`config.mk`:
```
export PLATFORM = sky130hd
export DESIGN_NAME = bcd_digit_counter_flat
export DESIGN_NICKNAME = d
export VERILOG_FILES = /design/src/rtl/bcd_digit_counter_if.sv /design/src/rtl/bcd_digit_counter.sv /design/src/flat_wrapper.sv
export SDC_FILE = /design/constraint.sdc
export NUM_CORES = 1
export LEC_CHECK = 0
export BUFFER_PORTS_ARGS = -buffer_cell sky130_fd_sc_hd__clkbuf_2
export CORE_MARGIN = 3
export CORE_UTILIZATION = 45
export CTS_CLUSTER_DIAMETER = 40
export DETAILED_ROUTE_END_ITERATION = 8
export HOLD_SLACK_MARGIN = 0.02
export PLACE_DENSITY = 0.7
export SLEW_MARGIN = 30
export SYNTH_ARGS = -nofsm -noshare
export SYNTH_HDL_FRONTEND = slang
export SYNTH_SLANG_ARGS = --single-unit
```
`constraint.sdc`:
```
create_clock -name clk -period 3.3 [get_ports clk]
set_input_delay 0.165 -clock clk [delete_from_list [all_inputs] [get_ports clk]]
set_output_delay 0.165 -clock clk [all_outputs]
set_load 0.01 [all_outputs]
```
`src/rtl/bcd_digit_counter_if.sv`:
```
// ---------------------------------------------------------------------------
// bcd_digit_counter_if
// Bundles the request pulses coming from the trigger stage and the count /
// serial display outputs of the BCD digit counter.
//   master : drives inc_clk, digit_sel, ref_clk, clear; observes the outputs
//   slave  : the counter itself; consumes the requests, drives count, disp,
//            busy, overflow, ser_data, ser_valid, ser_latch
// ---------------------------------------------------------------------------
interface bcd_digit_counter_if #(
    parameter int DIGITS = 6
);
    localparam int W = 4 * DIGITS;

    logic              inc_clk;
    logic [DIGITS-1:0] digit_sel;
    logic              ref_clk;
    logic              clear;
    logic [W-1:0]      count;
    logic [W-1:0]      disp;
    logic              busy;
    logic              overflow;
    logic              ser_data;
    logic              ser_valid;
    logic              ser_latch;

    modport master (
        output inc_clk, digit_sel, ref_clk, clear,
        input  count, disp, busy, overflow, ser_data, ser_valid, ser_latch
    );

    modport slave (
        input  inc_clk, digit_sel, ref_clk, clear,
        output count, disp, busy, overflow, ser_data, ser_valid, ser_latch
    );
endinterface

```
`src/rtl/bcd_digit_counter.sv`:
```
// ---------------------------------------------------------------------------
// bcd_digit_counter
// Holds a DIGITS-wide BCD count. An inc_clk pulse adds 1 to every digit
// selected in digit_sel, rippling the carry one digit per clock. A ref_clk
// pulse snapshots the count into disp and shifts it out MSB first, followed
// by a one-cycle latch strobe.
// Ports:
//   clk, rst_n : system clock, asynchronous active-low reset
//   bus        : slave side of bcd_digit_counter_if (requests in, count,
//                snapshot, status and serial display signals out)
// ---------------------------------------------------------------------------
module bcd_digit_counter #(
    parameter int DIGITS = 6
) (
    input  logic                  clk,
    input  logic                  rst_n,
    bcd_digit_counter_if.slave    bus
);
    localparam int W     = 4 * DIGITS;
    localparam int IDX_W = $clog2(DIGITS);
    localparam int BIT_W = $clog2(W);

    localparam logic [IDX_W-1:0] LAST_IDX = IDX_W'(DIGITS - 1);
    localparam logic [BIT_W-1:0] LAST_BIT = BIT_W'(W - 1);

    typedef enum logic [1:0] {IDLE, ADD, SHIFT, LATCH} state_t;

    state_t             r_state;
    state_t             w_nextState;
    logic [W-1:0]       r_count;
    logic [W-1:0]       r_disp;
    logic [DIGITS-1:0]  r_selQ;
    logic               r_carry;
    logic [IDX_W-1:0]   r_idx;
    logic               r_pending;
    logic               r_overflow;
    logic [BIT_W-1:0]   r_bitCnt;

    logic               w_startAdd;
    logic               w_startShift;
    logic [3:0]         w_digit;
    logic [4:0]         w_sum;
    logic               w_wrap;
    logic [3:0]         w_newDigit;
    logic [BIT_W-1:0]   w_serIdx;
    logic               w_busy;
    logic               w_serData;
    logic               w_serValid;
    logic               w_serLatch;

    // An increment wins over a refresh in the same IDLE cycle; clear drops
    // the increment, in which case a simultaneous refresh may still start.
    assign w_startAdd   = (r_state == IDLE) && bus.inc_clk && !bus.clear;
    assign w_startShift = (r_state == IDLE) && !w_startAdd
                          && (bus.ref_clk || r_pending);

    // One digit of the ripple add: 9+1+1 is the largest sum, so a single
    // subtract of 10 and a 1-bit carry are enough.
    assign w_digit    = r_count[r_idx*4 +: 4];
    assign w_sum      = {1'b0, w_digit} + {4'b0, r_selQ[r_idx]} + {4'b0, r_carry};
    assign w_wrap     = (w_sum >= 5'd10);
    assign w_newDigit = w_wrap ? 4'(w_sum - 5'd10) : w_sum[3:0];

    assign w_serIdx   = LAST_BIT - r_bitCnt;

    // State register.
    always_ff @(posedge clk or negedge rst_n) begin
        if (!rst_n) r_state <= IDLE;
        else        r_state <= w_nextState;
    end

    // Next-state logic.
    always_comb begin
        w_nextState = r_state;
        case (r_state)
            IDLE: begin
                if (w_startAdd)        w_nextState = ADD;
                else if (w_startShift) w_nextState = SHIFT;
            end
            ADD: begin
                if (bus.clear || (r_idx == LAST_IDX)) w_nextState = IDLE;
            end
            SHIFT: begin
                if (r_bitCnt == LAST_BIT) w_nextState = LATCH;
            end
            LATCH:   w_nextState = IDLE;
            default: w_nextState = IDLE;
        endcase
    end

    // Outputs decoded from the state only, so a reset drops them at once.
    always_comb begin
        w_busy     = 1'b0;
        w_serData  = 1'b0;
        w_serValid = 1'b0;
        w_serLatch = 1'b0;
        case (r_state)
            ADD:   w_busy = 1'b1;
            SHIFT: begin
                w_serValid = 1'b1;
                w_serData  = r_disp[w_serIdx];
            end
            LATCH: w_serLatch = 1'b1;
            default: ;
        endcase
    end

    // Add sequencer: selected digits, carry and digit index.
    always_ff @(posedge clk or negedge rst_n) begin
        if (!rst_n) begin
            r_selQ  <= '0;
            r_carry <= 1'b0;
            r_idx   <= '0;
        end else if (w_startAdd) begin
            r_selQ  <= bus.digit_sel;
            r_carry <= 1'b0;
            r_idx   <= '0;
        end else if (r_state == ADD) begin
            r_carry <= w_wrap;
            r_idx   <= r_idx + 1'b1;
        end
    end

    // Count and sticky overflow; clear overrides any add in progress.
    always_ff @(posedge clk or negedge rst_n) begin
        if (!rst_n) begin
            r_count    <= '0;
            r_overflow <= 1'b0;
        end else if (bus.clear) begin
            r_count    <= '0;
            r_overflow <= 1'b0;
        end else if (r_state == ADD) begin
            r_count[r_idx*4 +: 4] <= w_newDigit;
            if ((r_idx == LAST_IDX) && w_wrap) r_overflow <= 1'b1;
        end
    end

    // Deferred refresh: remembered when a refresh collides with an add,
    // consumed when the snapshot is finally taken.
    always_ff @(posedge clk or negedge rst_n) begin
        if (!rst_n) begin
            r_pending <= 1'b0;
        end else if (w_startShift) begin
            r_pending <= 1'b0;
        end else if (bus.ref_clk && (w_startAdd || (r_state == ADD))) begin
            r_pending <= 1'b1;
        end
    end

    // Snapshot register and serial bit counter.
    always_ff @(posedge clk or negedge rst_n) begin
        if (!rst_n) begin
            r_disp   <= '0;
            r_bitCnt <= '0;
        end else begin
            if (w_startShift) r_disp <= r_count;
            if (r_state == SHIFT) r_bitCnt <= r_bitCnt + 1'b1;
            else                  r_bitCnt <= '0;
        end
    end

    assign bus.count     = r_count;
    assign bus.disp      = r_disp;
    assign bus.busy      = w_busy;
    assign bus.overflow  = r_overflow;
    assign bus.ser_data  = w_serData;
    assign bus.ser_valid = w_serValid;
    assign bus.ser_latch = w_serLatch;
endmodule
```
`src/flat_wrapper.sv`:
```
// flat-port wrapper written by rule: the top's interface ports become plain ports
module bcd_digit_counter_flat 
#(
    parameter int DIGITS = 6
)
  (clk, rst_n, bus_inc_clk, bus_digit_sel, bus_ref_clk, bus_clear, bus_count, bus_disp, bus_busy, bus_overflow, bus_ser_data, bus_ser_valid, bus_ser_latch);
  bcd_digit_counter_if #(.DIGITS(DIGITS)) bus_i ();
  input  logic clk;
  input  logic rst_n;
  input wire logic [$bits(bus_i.inc_clk)-1:0] bus_inc_clk;
  input wire logic [$bits(bus_i.digit_sel)-1:0] bus_digit_sel;
  input wire logic [$bits(bus_i.ref_clk)-1:0] bus_ref_clk;
  input wire logic [$bits(bus_i.clear)-1:0] bus_clear;
  output wire logic [$bits(bus_i.count)-1:0] bus_count;
  output wire logic [$bits(bus_i.disp)-1:0] bus_disp;
  output wire logic [$bits(bus_i.busy)-1:0] bus_busy;
  output wire logic [$bits(bus_i.overflow)-1:0] bus_overflow;
  output wire logic [$bits(bus_i.ser_data)-1:0] bus_ser_data;
  output wire logic [$bits(bus_i.ser_valid)-1:0] bus_ser_valid;
  output wire logic [$bits(bus_i.ser_latch)-1:0] bus_ser_latch;
  assign bus_i.inc_clk = bus_inc_clk;
  assign bus_i.digit_sel = bus_digit_sel;
  assign bus_i.ref_clk = bus_ref_clk;
  assign bus_i.clear = bus_clear;
  assign bus_count = bus_i.count;
  assign bus_disp = bus_i.disp;
  assign bus_busy = bus_i.busy;
  assign bus_overflow = bus_i.overflow;
  assign bus_ser_data = bus_i.ser_data;
  assign bus_ser_valid = bus_i.ser_valid;
  assign bus_ser_latch = bus_i.ser_latch;
  bcd_digit_counter #(.DIGITS(DIGITS)) u_core (.clk(clk), .rst_n(rst_n), .bus(bus_i));
endmodule
```
### Yosys cells after proc, flatten, opt, wreduce, memory -nomap -nowiden

Cells that the tools add are included.

* flip-flop bits (word level): 67
* input port bits: 11

* add/sub/neg operators: 7
* magnitude comparators: 3
* equality and inequality tests: 8
* shift operators: 3
* mux-type cells: 27
* reductions and logical operators: 18

Operators by type and width (count)
* $mux W24: 2
* $neg A5 Y34: 1
* $shift A4 B34 Y24 const A: 1
* $shiftx A4 B34 Y24: 1
* $bwmux W24: 1
* $shiftx A24 B6 Y4: 1
* $mux W1: 13
* $mux W2: 4
* $pmux W2 S4: 1
* $reduce_bool A2 Y1: 4
* $logic_and A1 B1 Y1: 6
* $lt A5 B6 Y1 const B: 1
* $mux W3: 2
* $add A4 B1 Y5: 1
* $add A5 B1 Y5: 1
* $add A5 B1 Y5 const B: 1
* $bmux W1 S5: 1
* $eq A5 B5 Y1 const B: 1
* $ge A5 B4 Y1 const B: 1
* $mux W5: 1
* $sub A5 B5 Y5 const A: 1
* $eq A2 B2 Y1 const B: 2
* $lt A3 B4 Y1 const B: 1
* $mux W4: 1
* other kinds (12): 16

### Logic depth before layout (Yosys ltp)

* depth in word-level cells: 10
* depth in mapped cells: 13
* depth with buffers taken out: 11

### Least setup slack after synthesis

OpenSTA, ideal clock, no wires.

* kind: reg-to-reg
* from: register u_core.r_idx[0]
* to: register u_core.r_count[3] (netlist: u_core.bus.count[3])
* arrival time: 3.125 ns
* slack: 0.081 ns
* stages on the path, launching flop included: 13
* period minus slack after synthesis: 3.219 ns
* path through: dfrtp_1 -> buf_6 -> buf_4 -> mux4_2 -> nand2_1 -> o21ai_0 -> fa_1 -> ha_1 -> clkbuf_1 -> or4_1 -> o22ai_1 -> a21oi_1 -> a211oi_1

* cells in the longest elaborated chain, start to end: 10

RTL lines
* start: declaration: line bcd_digit_counter.sv:34 `logic [IDX_W-1:0] r_idx;`
* start signal: assignment: line bcd_digit_counter.sv:120 `r_idx <= r_idx + 1'b1;`
* branches (longest 7 deep; another with $add A4 B1 Y5)
* $bwmux W24 *: line bcd_digit_counter.sv:133 `r_count[r_idx*4 +: 4] <= w_newDigit;`
* $mux W24 *: line bcd_digit_counter.sv:132 `end else if (r_state == ADD) begin`
* $mux W24 *: line bcd_digit_counter.sv:129 `end else if (bus.clear) begin`
* end signal: indexed assignment: line bcd_digit_counter.sv:133
* end: declaration: line bcd_digit_counter.sv:30 `logic [W-1:0] r_count;`

Every way passes the cells marked *. The select of a mux whose other input is x is not followed.
A chain may end at the register's enable or synchronous reset.

### Worst setup path after layout

* from: register u_core.r_count[12] (netlist: u_core.bus.count[12])
* to: register u_core.r_count[3] (netlist: u_core.bus.count[3])

* cells in the longest elaborated chain, start to end: 9

RTL lines
* $shiftx A24 B6 Y4 *: line bcd_digit_counter.sv:59 `assign w_digit = r_count[r_idx*4 +: 4];`
* $add A4 B1 Y5 *: line bcd_digit_counter.sv:60 `assign w_sum = {1'b0, w_digit} + {4'b0, r_selQ[r_idx]} + {4'b0, r_carry};`
* $add A5 B1 Y5 *: line bcd_digit_counter.sv:60
* $sub A4 B4 Y4 or $ge A5 B4 Y1 (tied branches): line bcd_digit_counter.sv:62, bcd_digit_counter.sv:61
* $mux W4 *: line bcd_digit_counter.sv:62 `assign w_newDigit = w_wrap ? 4'(w_sum - 5'd10) : w_sum[3:0];`
* $shiftx A4 B34 Y24 *: line bcd_digit_counter.sv:133
* $bwmux W24 *: line bcd_digit_counter.sv:133
* $mux W24 *: line bcd_digit_counter.sv:132
* $mux W24 *: line bcd_digit_counter.sv:129

Mark *: on every way between the ends. The rest lies on a longest branch, timed or not. The select of a mux whose other input is x is not followed.

==> metrics.csv <==
metric,value,unit
async_flop_share,100,%
hold_path.class,in2async,
syn_area,3530,sq um
core,7450,sq um
critPathRequiredTime,3.56,ns
grt_pass1_vias,2702,
ys.flop_type,dfrtp_1,
slowest_stage,or4_1,
path_class,reg2reg,
numPortBuffers,63,
placementRows,31,
ant_nets,0,
p_leak,1.94,nW
start_util,47.4,%
grt_max_degree,68,
violations,negative hold slack,
drv_slew,0,
cts_buffers,9,
yosysSeqAreaShare,47.5,%
io_pins,64,
endpoint_kind,flop,
h-tree-depth,3,
finClkSkew,0.00758,ns
fmax,331,MHz
final_util,55.3,%
arrival,3.28,ns
drt-total-wl,8990,um
fill_cells,672,
relSlewSlack,42.8,%
setup_slack,0.276,ns
holdWs,-0.0366,ns
worstPathMaxFanout,9,
run_status,"complete, but fails checks",
critPathTopFamily,adder cells,
clk_pin_slew,0.08,ns
yosys-top-cells-area,"dfrtp_1, mux2_2, mux4_2",
drtPass1Iterations,4,
avgRoutedWirePerCell,18.8,um
worstMarginPinSlew,0.857,ns
die_area,8940,sq um
drive_above_1_share,38.0,%
synth_seq_cells,67,
cts.sinks,67,
setup.worst_path.start_class,flop,
insertion_delay,0.35,ns
final.setup.tns,0,ns
syn_nets,330,
ir_drop,0.376,mV
synth_edf_count,0,
hold_viol_final,9,
vias,2708,
rsz0062_at_grt,no,
diodes,0,
powerDensity,582,nW/um^2
drc,0,
min_period,3.02,ns
hold_buffers,0,
yosys_warnings,0,
max_stage_delay,0.54,ns
netlist_instances,309,
grt.total_usage,21.6,%
avgSynthCellArea,11.4,sq um
drtIter0Drc,167,
final_min_period_over_clock_period,91.6,%
syn_to_final_growth,16.8,%
grt_pass1_wl,14600,um
synth_top_area_share,47.5,%
die_h,94.6,um
gp_congestion,0.899,
cts-root-buf,clkbuf_8,
cp_cell_sequence,mux4_2 > nand2_1 > o21ai_0 > fa_1 > ha_2 > or4_1 > o22ai_1 > a21oi_1 > a211oi_1,
antenna_found_initial,0,
finalPower,2.40,mW
cts_tree,built,
grt_overflow,0,
synth.largest_area_cell,dfrtp_1,
die_w,94.6,um
synth_cell_types,51,
critPathBufInv,0,
fin_nets,395,
pre_cts_ws,0.193,ns
post_drt_via_cell_ratio,5.67,
finalSetupViolCount,0,
clockBufferDepth,2,
place_hpwl,6590,um
maxCapViolCount,0,
[cell usage after synthesis, drive strengths merged (2+ instances only)]
library cell	n
mux2i	9
or3	4
nand4	2
xnor2	3
nand2b	7
nor3	5
o22ai	6
dfrtp	67
inv	11
nand3b	2
or2	2
clkbuf	10
xor2	2
mux2	33
buf	5
mux4	10
ha	9
and2	4
a211oi	6
nor2	26
o21ai	20
nand3	6
o211ai	2
a31oi	2
and3	3
a221oi	2
nand2	25
a21oi	10
[worst paths after layout]
check	end	depth (start not counted)	start	slack, ns
setup / recovery	u_core.bus.count[3]	9	u_core.bus.count[12]	0.28
hold / removal	u_core.bus.disp[6]	2	rst_n	-0.04
setup reg to reg	u_core.bus.count[3]	9	u_core.bus.count[12]	0.28
hold reg to reg	u_core.r_selQ[4]	1	u_core.r_selQ[4]	0.51
max in group asynchronous	u_core.bus.disp[17]	2	rst_n	2.73
min in group clk	u_core.r_selQ[1]	2	bus_digit_sel[1]	0.04
[worst reg2reg max path, cell delays in order (launching register included)]
cell and delay, ns:
dfrtp_1 0.41, mux4_2 0.48, nand2_1 0.08, o21ai_0 0.12, fa_1 0.49, ha_2 0.26, or4_1 0.54, o22ai_1 0.16
a21oi_1 0.14, a211oi_1 0.26
[logic make-up (layout without fill, tap and decap cells)]
| logic type | Yosys count | in the layout | share of synthesized area, % |
|---|---|---|---|
| adder cells (fa/ha/maj) | 10 | 10 | 3.76 |
| multiplexers | 52 | 52 | 19.6 |
| AND/OR/NAND/NOR | 93 | 93 | 13.5 |
| buffers and inverters | 27 | 97 | 3.55 |
| AO/OA/AOI/OAI | 55 | 55 | 10.9 |
| XOR/XNOR | 5 | 5 | 1.24 |
| flip-flops | 67 | 67 | 47.5 |
[report_power, final]
| group | switching [mW] | internal [mW] | total (mW) |
|---|---|---|---|
| combinational | 0.430 | 0.315 | 0.745 |
| sequential | 0.113 | 0.911 | 1.02 |
| clock | 0.315 | 0.314 | 0.629 |
| total | 0.857 | 1.54 | 2.40 |
[through the flow]
step           std cells  cell area, sq um  hold slack (ns)
4_1_cts              478              4120           0.0263
2_1_floorplan        309              3530           -0.131
5_1_grt              478              4120           0.0276
6_report             478              4120          -0.0366
3_5_place_dp         462              3940            0.403
3_3_place_gp         462              3940            0.398
[state kept, by name, indices dropped and copies added (netlist names)]
signal               cells
u_core.r_state           2
u_core.r_selQ            6
u_core.bus.disp         24
u_core.bus.overflow      1
u_core.r_carry           1
u_core.r_bitCnt          5
u_core.r_idx             3
u_core.r_pending         1
u_core.bus.count        24
[metal layers]
metal  GRT usage [%]  part of all wire [%]
met5               0                     0
met4            6.01                   1.6
met3            6.37                   6.0
met2            33.7                    49
met1            29.6                    44
[cell type report]
cell class	instances	area (sq um)	area share [%]
multi-input cells	215	1730	42.1
flip-flops and latches	67	1680	40.7
repair buffers	69	360	8.75
clock buffers	13	159	3.86
well taps	99	124	3.01
inverters	12	45.0	1.09
clock inverters	3	22.5	0.547
[placed cells by master, fill, tap and decap left out, types with 3 or more instances in the layout]
master and count:
ha_1 8, o21ai_2 6, inv_1 9, o21ai_0 14, clkbuf_2 63, mux2i_1 9
a21oi_1 10, clkbuf_8 11, nor2_1 26, nor3_1 5, nand2_1 25, a211oi_1 5
buf_4 6, mux4_2 9, and2_1 4, dfrtp_1 67, nand3_1 6, mux2_2 33
or3_1 4, nand2b_1 7, and3_1 3, clkinvlp_4 3, o22ai_1 6, xnor2_1 3
[timing repair]
item / CTS / global route
buffers inserted: 0 / 0
gates resized for setup: 0 / 2
hold endpoints to repair: 0 / 0
setup endpoints to repair: 0 / 11
No activity file was read; power rests on OpenSTA's default activity.
